[config.mk]
export PLATFORM = sky130hd
export DESIGN_NAME = flash_read_master_flat
export DESIGN_NICKNAME = d
export VERILOG_FILES = /design/src/rtl/flash_read_master_if.sv /design/src/rtl/flash_read_master.sv /design/src/flat_wrapper.sv
export SDC_FILE = /design/constraint.sdc
export NUM_CORES = 1
export LEC_CHECK = 0
export ABC_AREA = 1
export BUFFER_PORTS_ARGS = -buffer_cell sky130_fd_sc_hd__buf_2
export CAP_MARGIN = 10
export CORE_UTILIZATION = 48
export CTS_CLUSTER_SIZE = 10
export DETAILED_ROUTE_END_ITERATION = 12
export GPL_TIMING_DRIVEN = 1
export PLACE_DENSITY_LB_ADDON = 0.1
export RECOVER_POWER = 100
export SLEW_MARGIN = 20
export SYNTH_ARGS = -nofsm -noshare
export SYNTH_HDL_FRONTEND = slang
export SYNTH_SLANG_ARGS = --single-unit
[constraint.sdc]
create_clock -name clk -period 1.6 [get_ports clk]
set_input_delay 0.24 -clock clk [delete_from_list [all_inputs] [get_ports clk]]
set_output_delay 0.24 -clock clk [all_outputs]
set_load 0.01 [all_outputs]
[src/rtl/flash_read_master_if.sv]
// flash_read_master_if: request side and Avalon-MM read side of the flash read master
interface flash_read_master_if #(
  parameter int ADDR_W = 23,
  parameter int DATA_W = 32
);
  logic              req;
  logic [ADDR_W-1:0] req_addr;
  logic              flash_mem_read;
  logic [ADDR_W-1:0] flash_mem_address;
  logic              flash_mem_waitrequest;
  logic              flash_mem_readdatavalid;
  logic [DATA_W-1:0] flash_mem_readdata;
  logic [DATA_W-1:0] rd_data;
  logic              rd_valid;
  logic              busy;
  logic              timeout_err;
  modport master (
    input  req, req_addr, flash_mem_waitrequest, flash_mem_readdatavalid, flash_mem_readdata,
    output flash_mem_read, flash_mem_address, rd_data, rd_valid, busy, timeout_err
  );
  modport slave (
    output req, req_addr, flash_mem_waitrequest, flash_mem_readdatavalid, flash_mem_readdata,
    input  flash_mem_read, flash_mem_address, rd_data, rd_valid, busy, timeout_err
  );
endinterface

[src/rtl/flash_read_master.sv]
// flash_read_master: single-word Avalon-MM read master with a data watchdog
module flash_read_master #(
  parameter int ADDR_W  = 23,
  parameter int DATA_W  = 32,
  parameter int TIMEOUT = 255
) (
  input logic              clk,
  input logic              reset_n,
  flash_read_master_if.master bus
);
  typedef enum logic [1:0] {IDLE, ISSUE, WAIT_DATA} state_t;
  localparam logic [7:0] WD_LAST = 8'(TIMEOUT - 1);
  state_t     state;
  logic [7:0] wd;
  // One read in flight: issue, hold through waitrequest, then wait for data or the watchdog
  always_ff @(posedge clk or negedge reset_n)
    if (!reset_n) begin
      state                 <= IDLE;
      wd                    <= '0;
      bus.flash_mem_read    <= 1'b0;
      bus.flash_mem_address <= '0;
      bus.rd_data           <= '0;
      bus.rd_valid          <= 1'b0;
      bus.busy              <= 1'b0;
      bus.timeout_err       <= 1'b0;
    end else begin
      bus.rd_valid <= 1'b0;
      case (state)
        IDLE: if (bus.req) begin
          state                 <= ISSUE;
          bus.flash_mem_address <= bus.req_addr;
          bus.flash_mem_read    <= 1'b1;
          bus.busy              <= 1'b1;
          bus.timeout_err       <= 1'b0;
        end
        ISSUE: if (!bus.flash_mem_waitrequest) begin
          state              <= WAIT_DATA;
          bus.flash_mem_read <= 1'b0;
          wd                 <= '0;
        end
        WAIT_DATA: if (bus.flash_mem_readdatavalid) begin
          state        <= IDLE;
          bus.rd_data  <= bus.flash_mem_readdata;
          bus.rd_valid <= 1'b1;
          bus.busy     <= 1'b0;
        end else if (wd == WD_LAST) begin
          state           <= IDLE;
          bus.timeout_err <= 1'b1;
          bus.busy        <= 1'b0;
        end else begin
          wd <= wd + 8'd1;
        end
        default: state <= IDLE;
      endcase
    end
endmodule

[src/flat_wrapper.sv]
// flat-port wrapper written by rule: the top's interface ports become plain ports
module flash_read_master_flat 
#(
  parameter int ADDR_W  = 23,
  parameter int DATA_W  = 32,
  parameter int TIMEOUT = 255
)
  (clk, reset_n, bus_req, bus_req_addr, bus_flash_mem_waitrequest, bus_flash_mem_readdatavalid, bus_flash_mem_readdata, bus_flash_mem_read, bus_flash_mem_address, bus_rd_data, bus_rd_valid, bus_busy, bus_timeout_err);
  flash_read_master_if #(.ADDR_W(ADDR_W), .DATA_W(DATA_W)) bus_i ();
  input logic clk;
  input logic reset_n;
  input wire logic [$bits(bus_i.req)-1:0] bus_req;
  input wire logic [$bits(bus_i.req_addr)-1:0] bus_req_addr;
  input wire logic [$bits(bus_i.flash_mem_waitrequest)-1:0] bus_flash_mem_waitrequest;
  input wire logic [$bits(bus_i.flash_mem_readdatavalid)-1:0] bus_flash_mem_readdatavalid;
  input wire logic [$bits(bus_i.flash_mem_readdata)-1:0] bus_flash_mem_readdata;
  output wire logic [$bits(bus_i.flash_mem_read)-1:0] bus_flash_mem_read;
  output wire logic [$bits(bus_i.flash_mem_address)-1:0] bus_flash_mem_address;
  output wire logic [$bits(bus_i.rd_data)-1:0] bus_rd_data;
  output wire logic [$bits(bus_i.rd_valid)-1:0] bus_rd_valid;
  output wire logic [$bits(bus_i.busy)-1:0] bus_busy;
  output wire logic [$bits(bus_i.timeout_err)-1:0] bus_timeout_err;
  assign bus_i.req = bus_req;
  assign bus_i.req_addr = bus_req_addr;
  assign bus_i.flash_mem_waitrequest = bus_flash_mem_waitrequest;
  assign bus_i.flash_mem_readdatavalid = bus_flash_mem_readdatavalid;
  assign bus_i.flash_mem_readdata = bus_flash_mem_readdata;
  assign bus_flash_mem_read = bus_i.flash_mem_read;
  assign bus_flash_mem_address = bus_i.flash_mem_address;
  assign bus_rd_data = bus_i.rd_data;
  assign bus_rd_valid = bus_i.rd_valid;
  assign bus_busy = bus_i.busy;
  assign bus_timeout_err = bus_i.timeout_err;
  flash_read_master #(.ADDR_W(ADDR_W), .DATA_W(DATA_W), .TIMEOUT(TIMEOUT)) u_core (.clk(clk), .reset_n(reset_n), .bus(bus_i));
endmodule
Word level (Yosys, flattened, before mapping)
Cells that the tools add are included.

Register bits after elaboration: 69. Bits in latches: 0. Memory bits (writable): 0. Memory bits (read-only): 0. Output and inout port bits: 59. Logic and storage cells: 50. Memories: 0.

Add/subtract/negate cells: 1. Multipliers: 0. Divide/modulo/power cells: 0. Magnitude comparators: 0. Equal/unequal tests: 9. Shifts and indexed selects: 0. Multiplexer cells: 21. Bitwise operators: 0. Reductions and logical operators: 11.

Operators by type and width (count): $mux W8 (3); $pmux W8 S2 (1); $mux W1 (9); $reduce_and A3 Y1 (3); $add A8 B1 Y8 const B (1); $eq A8 B8 Y1 const B (1); $mux W2 (4); $ne A2 B2 Y1 const B (4); $reduce_and A4 Y1 (2); $pmux W1 S2 (3); $pmux W2 S3 (1); $reduce_bool A2 Y1 (3); $reduce_and A2 Y1 (2); $ne A3 B2 Y1 const B (1); $eq A2 B1 Y1 const B (1); $eq A2 B2 Y1 const B (1); $logic_not A2 Y1 (1); $ne A2 B1 Y1 const B (1).

Longest topological paths before layout
Depth in word-level cells: 4. Gate-level depth with buffers: 10. Mapped depth without buffers: 10.

Worst setup path before layout
OpenSTA, ideal clock, no wires.

Path type: reg2reg. Start: register u_core.wd[0]. End: register u_core.wd[3]. Arrival: 1.128 ns. Required time: 1.479 ns. Setup slack: 0.350 ns. Cell stages (with the launch flop): 10. Buffers on the path: 0. Clock period less this slack: 1.250 ns. Cell sequence: dfrtp_1 > inv_1 > ha_1 > nand2_1 > nor2_1 > nand2_2 > nand2_2 > nand2_4 > inv_4 > o21ai_1.

Word-level cells in the longest chain between the ends: 4.

RTL lines: from (decl) (RTL line flash_read_master.sv:14) `logic [7:0] wd;`; from (signal assigned) (RTL line flash_read_master.sv:51) `wd <= wd + 8'd1;`; $add A8 B1 Y8 (RTL line flash_read_master.sv:51); $mux W8 (RTL line flash_read_master.sv:46) `end else if (wd == WD_LAST) begin`; $mux W8 (RTL line flash_read_master.sv:41) `WAIT_DATA: if (bus.flash_mem_readdatavalid) begin`; $pmux W8 S2 (RTL line flash_read_master.sv:28) `case (state)`.

Parallel ways exist; a longest one is shown, timed or not. The select of a mux whose other input is x is not followed. A chain may end at the register's enable or synchronous reset.

Worst setup path in the final report
Start: register u_core.state[0]. End: register u_core.bus.rd_data[12].

Word-level cells in the longest chain between the ends: 2.

RTL lines: from (decl) (RTL line flash_read_master.sv:13) `state_t state;`; from (signal assigned) (RTL line flash_read_master.sv:18) `state <= IDLE;`; from (signal assigned) (RTL line flash_read_master.sv:30) `state <= ISSUE;`; from (signal assigned) (RTL line flash_read_master.sv:37) `state <= WAIT_DATA;`; $eq A2 B2 Y1 (RTL line flash_read_master.sv:28); $reduce_and A2 Y1 (no source line); to (signal assigned) (RTL line flash_read_master.sv:43) `bus.rd_data <= bus.flash_mem_readdata;`; to (decl) (RTL line flash_read_master_if.sv:19) `output flash_mem_read, flash_mem_address, rd_data, rd_valid, busy, timeout_err`.

No other way between the ends.

==> metrics <==
maximum vdd drop=just over 900 µV; Setup CP Type=reg2reg; WHS=90.4 ps; FF+latch count, synth=69; Post-synth ARST share=100%; Max FO, Critical Path=25; ANT nets after route=0; largest net degree at the start of global routing=70; Distinct cells, synth=22; GR Overflow Total=0; area leader, netlist=dfrtp_1; CTS Buf Count=9; number of synthesized flops with an enable pin=0; commonest cells in the netlist=131 x nand2_1, 69 x dfrtp_1, 17 x mux2_4, 12 x nor2_1, 10 x nand3_1; DR WL/cell=12.6 µm; CP arrival=about 1700 ps; Worst-Margin Slew=897 ps; Die ar.=6320 µm²; clk sinks=69; CTS tree=built; Post-Syn Nets=roughly 340; Clock Skew=~5.7 ps; via/cell ratio=4.72; NumNets Final=roughly 470; Post-Syn Instances=280; cell area after placement=roughly 3600 µm²; ys flop type=dfrtp_1; hold_buf cts=1; most numerous cell in the Yosys netlist=nand2_1; top cell type's share of synthesized area=about three fifths; fin crit period=1450 ps; IO buf count=118; first-pass GRT wire length=9950 µm; Final Hold Viols=0; WL final=6080 µm; Power Total=6680 µW; RSZ-0062 raised after global routing=no; pre-CTS WS=212 ps; sequential share of the synthesized area=59.9%; fillers=515; crit path max-delay cell type=dfrtp_1; Syn. warnings=0; CP Launch Type=register; pwr dens=about 1800 nW/µm²; clock-pin transition on the worst setup and hold timing paths=80 ps; fin area=roughly 3600 µm²; Critical Path End Type=register; worst skew pair latency=330 ps; crit-path cells=inv_1 -> nand2_2 -> inv_1 -> nand2_1 -> inv_2 -> buf_12 -> nand2_1 -> nand2_1; period utilization=90.7%; DR vias=2284; Core Region=5640 µm²; drt first pass iters=4; CTS root buf=clkbuf_8; initial DRC count=80; Die Ht=79.5 µm; Reg area=approximately 1700 µm²; total global-route track usage=21.1%; Post-CTS Setup Repair Bufs=0; Worst EP required=1870 ps; Area contributors post-synth=dfrtp_1 60%, nand2_1 17%, mux2_4 8.9%; antenna cells=0; Syn Area/Cell=10.3 µm²; Setup TNS=0 ps; post-DP HPWL=4380 µm; num rows=27; worst relative slew slack=40.2%; die width=about 79 µm; cells resized by post-CTS repair=0; Mapped Area=2880 µm²; layout cells sized above 1=between 20% and 30%; DRC Markers=0; vias in the first global route=approximately 2200; Hold Path Class=in2reg; CP most frequent cell=nand2_1; setup violators final=0; footprint of the multi-input gates=977 µm²; Leak Pwr=0.00188 µW; Layout Area Growth over Synthesis=26.0%; crit-path max cell delay=380 ps; Final Slew Violations=0; Max-Cap Viols=0; Routability Congestion=0.806; fin worst setup slack=148 ps; status=finished clean; H-tree depth=3; FMAX=689 MHz; initial cell density of the core=about half; I/O pins=~120; initial antenna violation count=0; Longest Clk Path Bufs=2
[metal layers]
metal,track usage (%),wire [µm],up-vias
met2,34.2,2840,77
met5,0,0,-
li1,-,-,1132
met1,25.8,2700,1064
met3,5.60,419,11
met4,10.9,119,0
[cell usage in the layout (no fill, tap or decap), types with 2 or more instances in the layout]
master     netlist  layout
a21oi_1          2       2
buf_2            3      59
buf_4            0       2
bufinv_16        0       2
clkbuf_1         0      60
clkbuf_4         0       2
clkbuf_8         0      10
dfrtp_1         69      69
ha_1             2       2
inv_1            6       7
mux2_1           0      17
mux2_2           6       6
nand2_1        131     132
nand2_2          5       5
nand3_1         10      10
nor2_1          12      12
[through the flow]
| stage | cells | utilization (%) |
|---|---|---|
| global placement | 467 | 63.2 |
| CTS | 484 | 67.4 |
| global route | 484 | 64.4 |
| floorplan | 280 | - |
| detailed placement | 467 | 63.2 |
| finish | 484 | 64.4 |
[kinds of logic after synthesis]
logic type | Yosys count | synth area share (%)
compound gates | 6 | 1.30
fa+ha+maj | 2 | 0.868
buf+inv | 17 | 3.73
flops | 69 | 59.9
mux | 23 | 11.2
simple gates | 163 | 23.0
[sequential cells by signal, summed over array words and instances, names as in the netlist]
register	flops
u_core.bus.busy	1
u_core.bus.rd_data	32
u_core.bus.timeout_err	1
u_core.bus.flash_mem_address	23
u_core.bus.rd_valid	1
u_core.wd	8
u_core.state	2
u_core.bus.flash_mem_read	1
[final timing paths]
check / startpoint / end / slack [ps] / cells after the start
min in group asynchronous: reset_n / u_core.bus.rd_data[11] / 660 / 3
max in group asynchronous: reset_n / u_core.bus.rd_data[7] / 340 / 3
min reg2reg: u_core.bus.rd_data[29] / u_core.bus.rd_data[29] / 490 / 2
min: bus_flash_mem_readdata[30] / u_core.bus.rd_data[30] / 90 / 3
max reg2reg: u_core.state[0] / u_core.bus.rd_data[12] / 150 / 8
max: u_core.state[0] / u_core.bus.rd_data[12] / 150 / 8
[layout make-up]
class	instances	share of cell area [%]
Sequential cell	69	47.6
Clock buffer	11	3.89
Inverter	9	0.999
Multi-Input combinational cell	194	26.9
Tap cell	72	2.48
Clock inverter	5	2.27
Timing Repair Buffer	124	15.9
[report_power, final]
part | internal, µW | leakage, µW | total [µW] | switching, µW
Sequential | 2480 | 0.000859 | 2890 | 406
Clock | 926 | 0.000114 | 1570 | 641
Combinational | 869 | 0.000906 | 2220 | 1350
[critical path: cells and delay by family, from the launching register on]
kind                   cells  cell delay [ps]
flip-flops                 1              380
buffers and inverters      4              620
AND/OR/NAND/NOR            4              390
(Power assumes the default switching activity.)
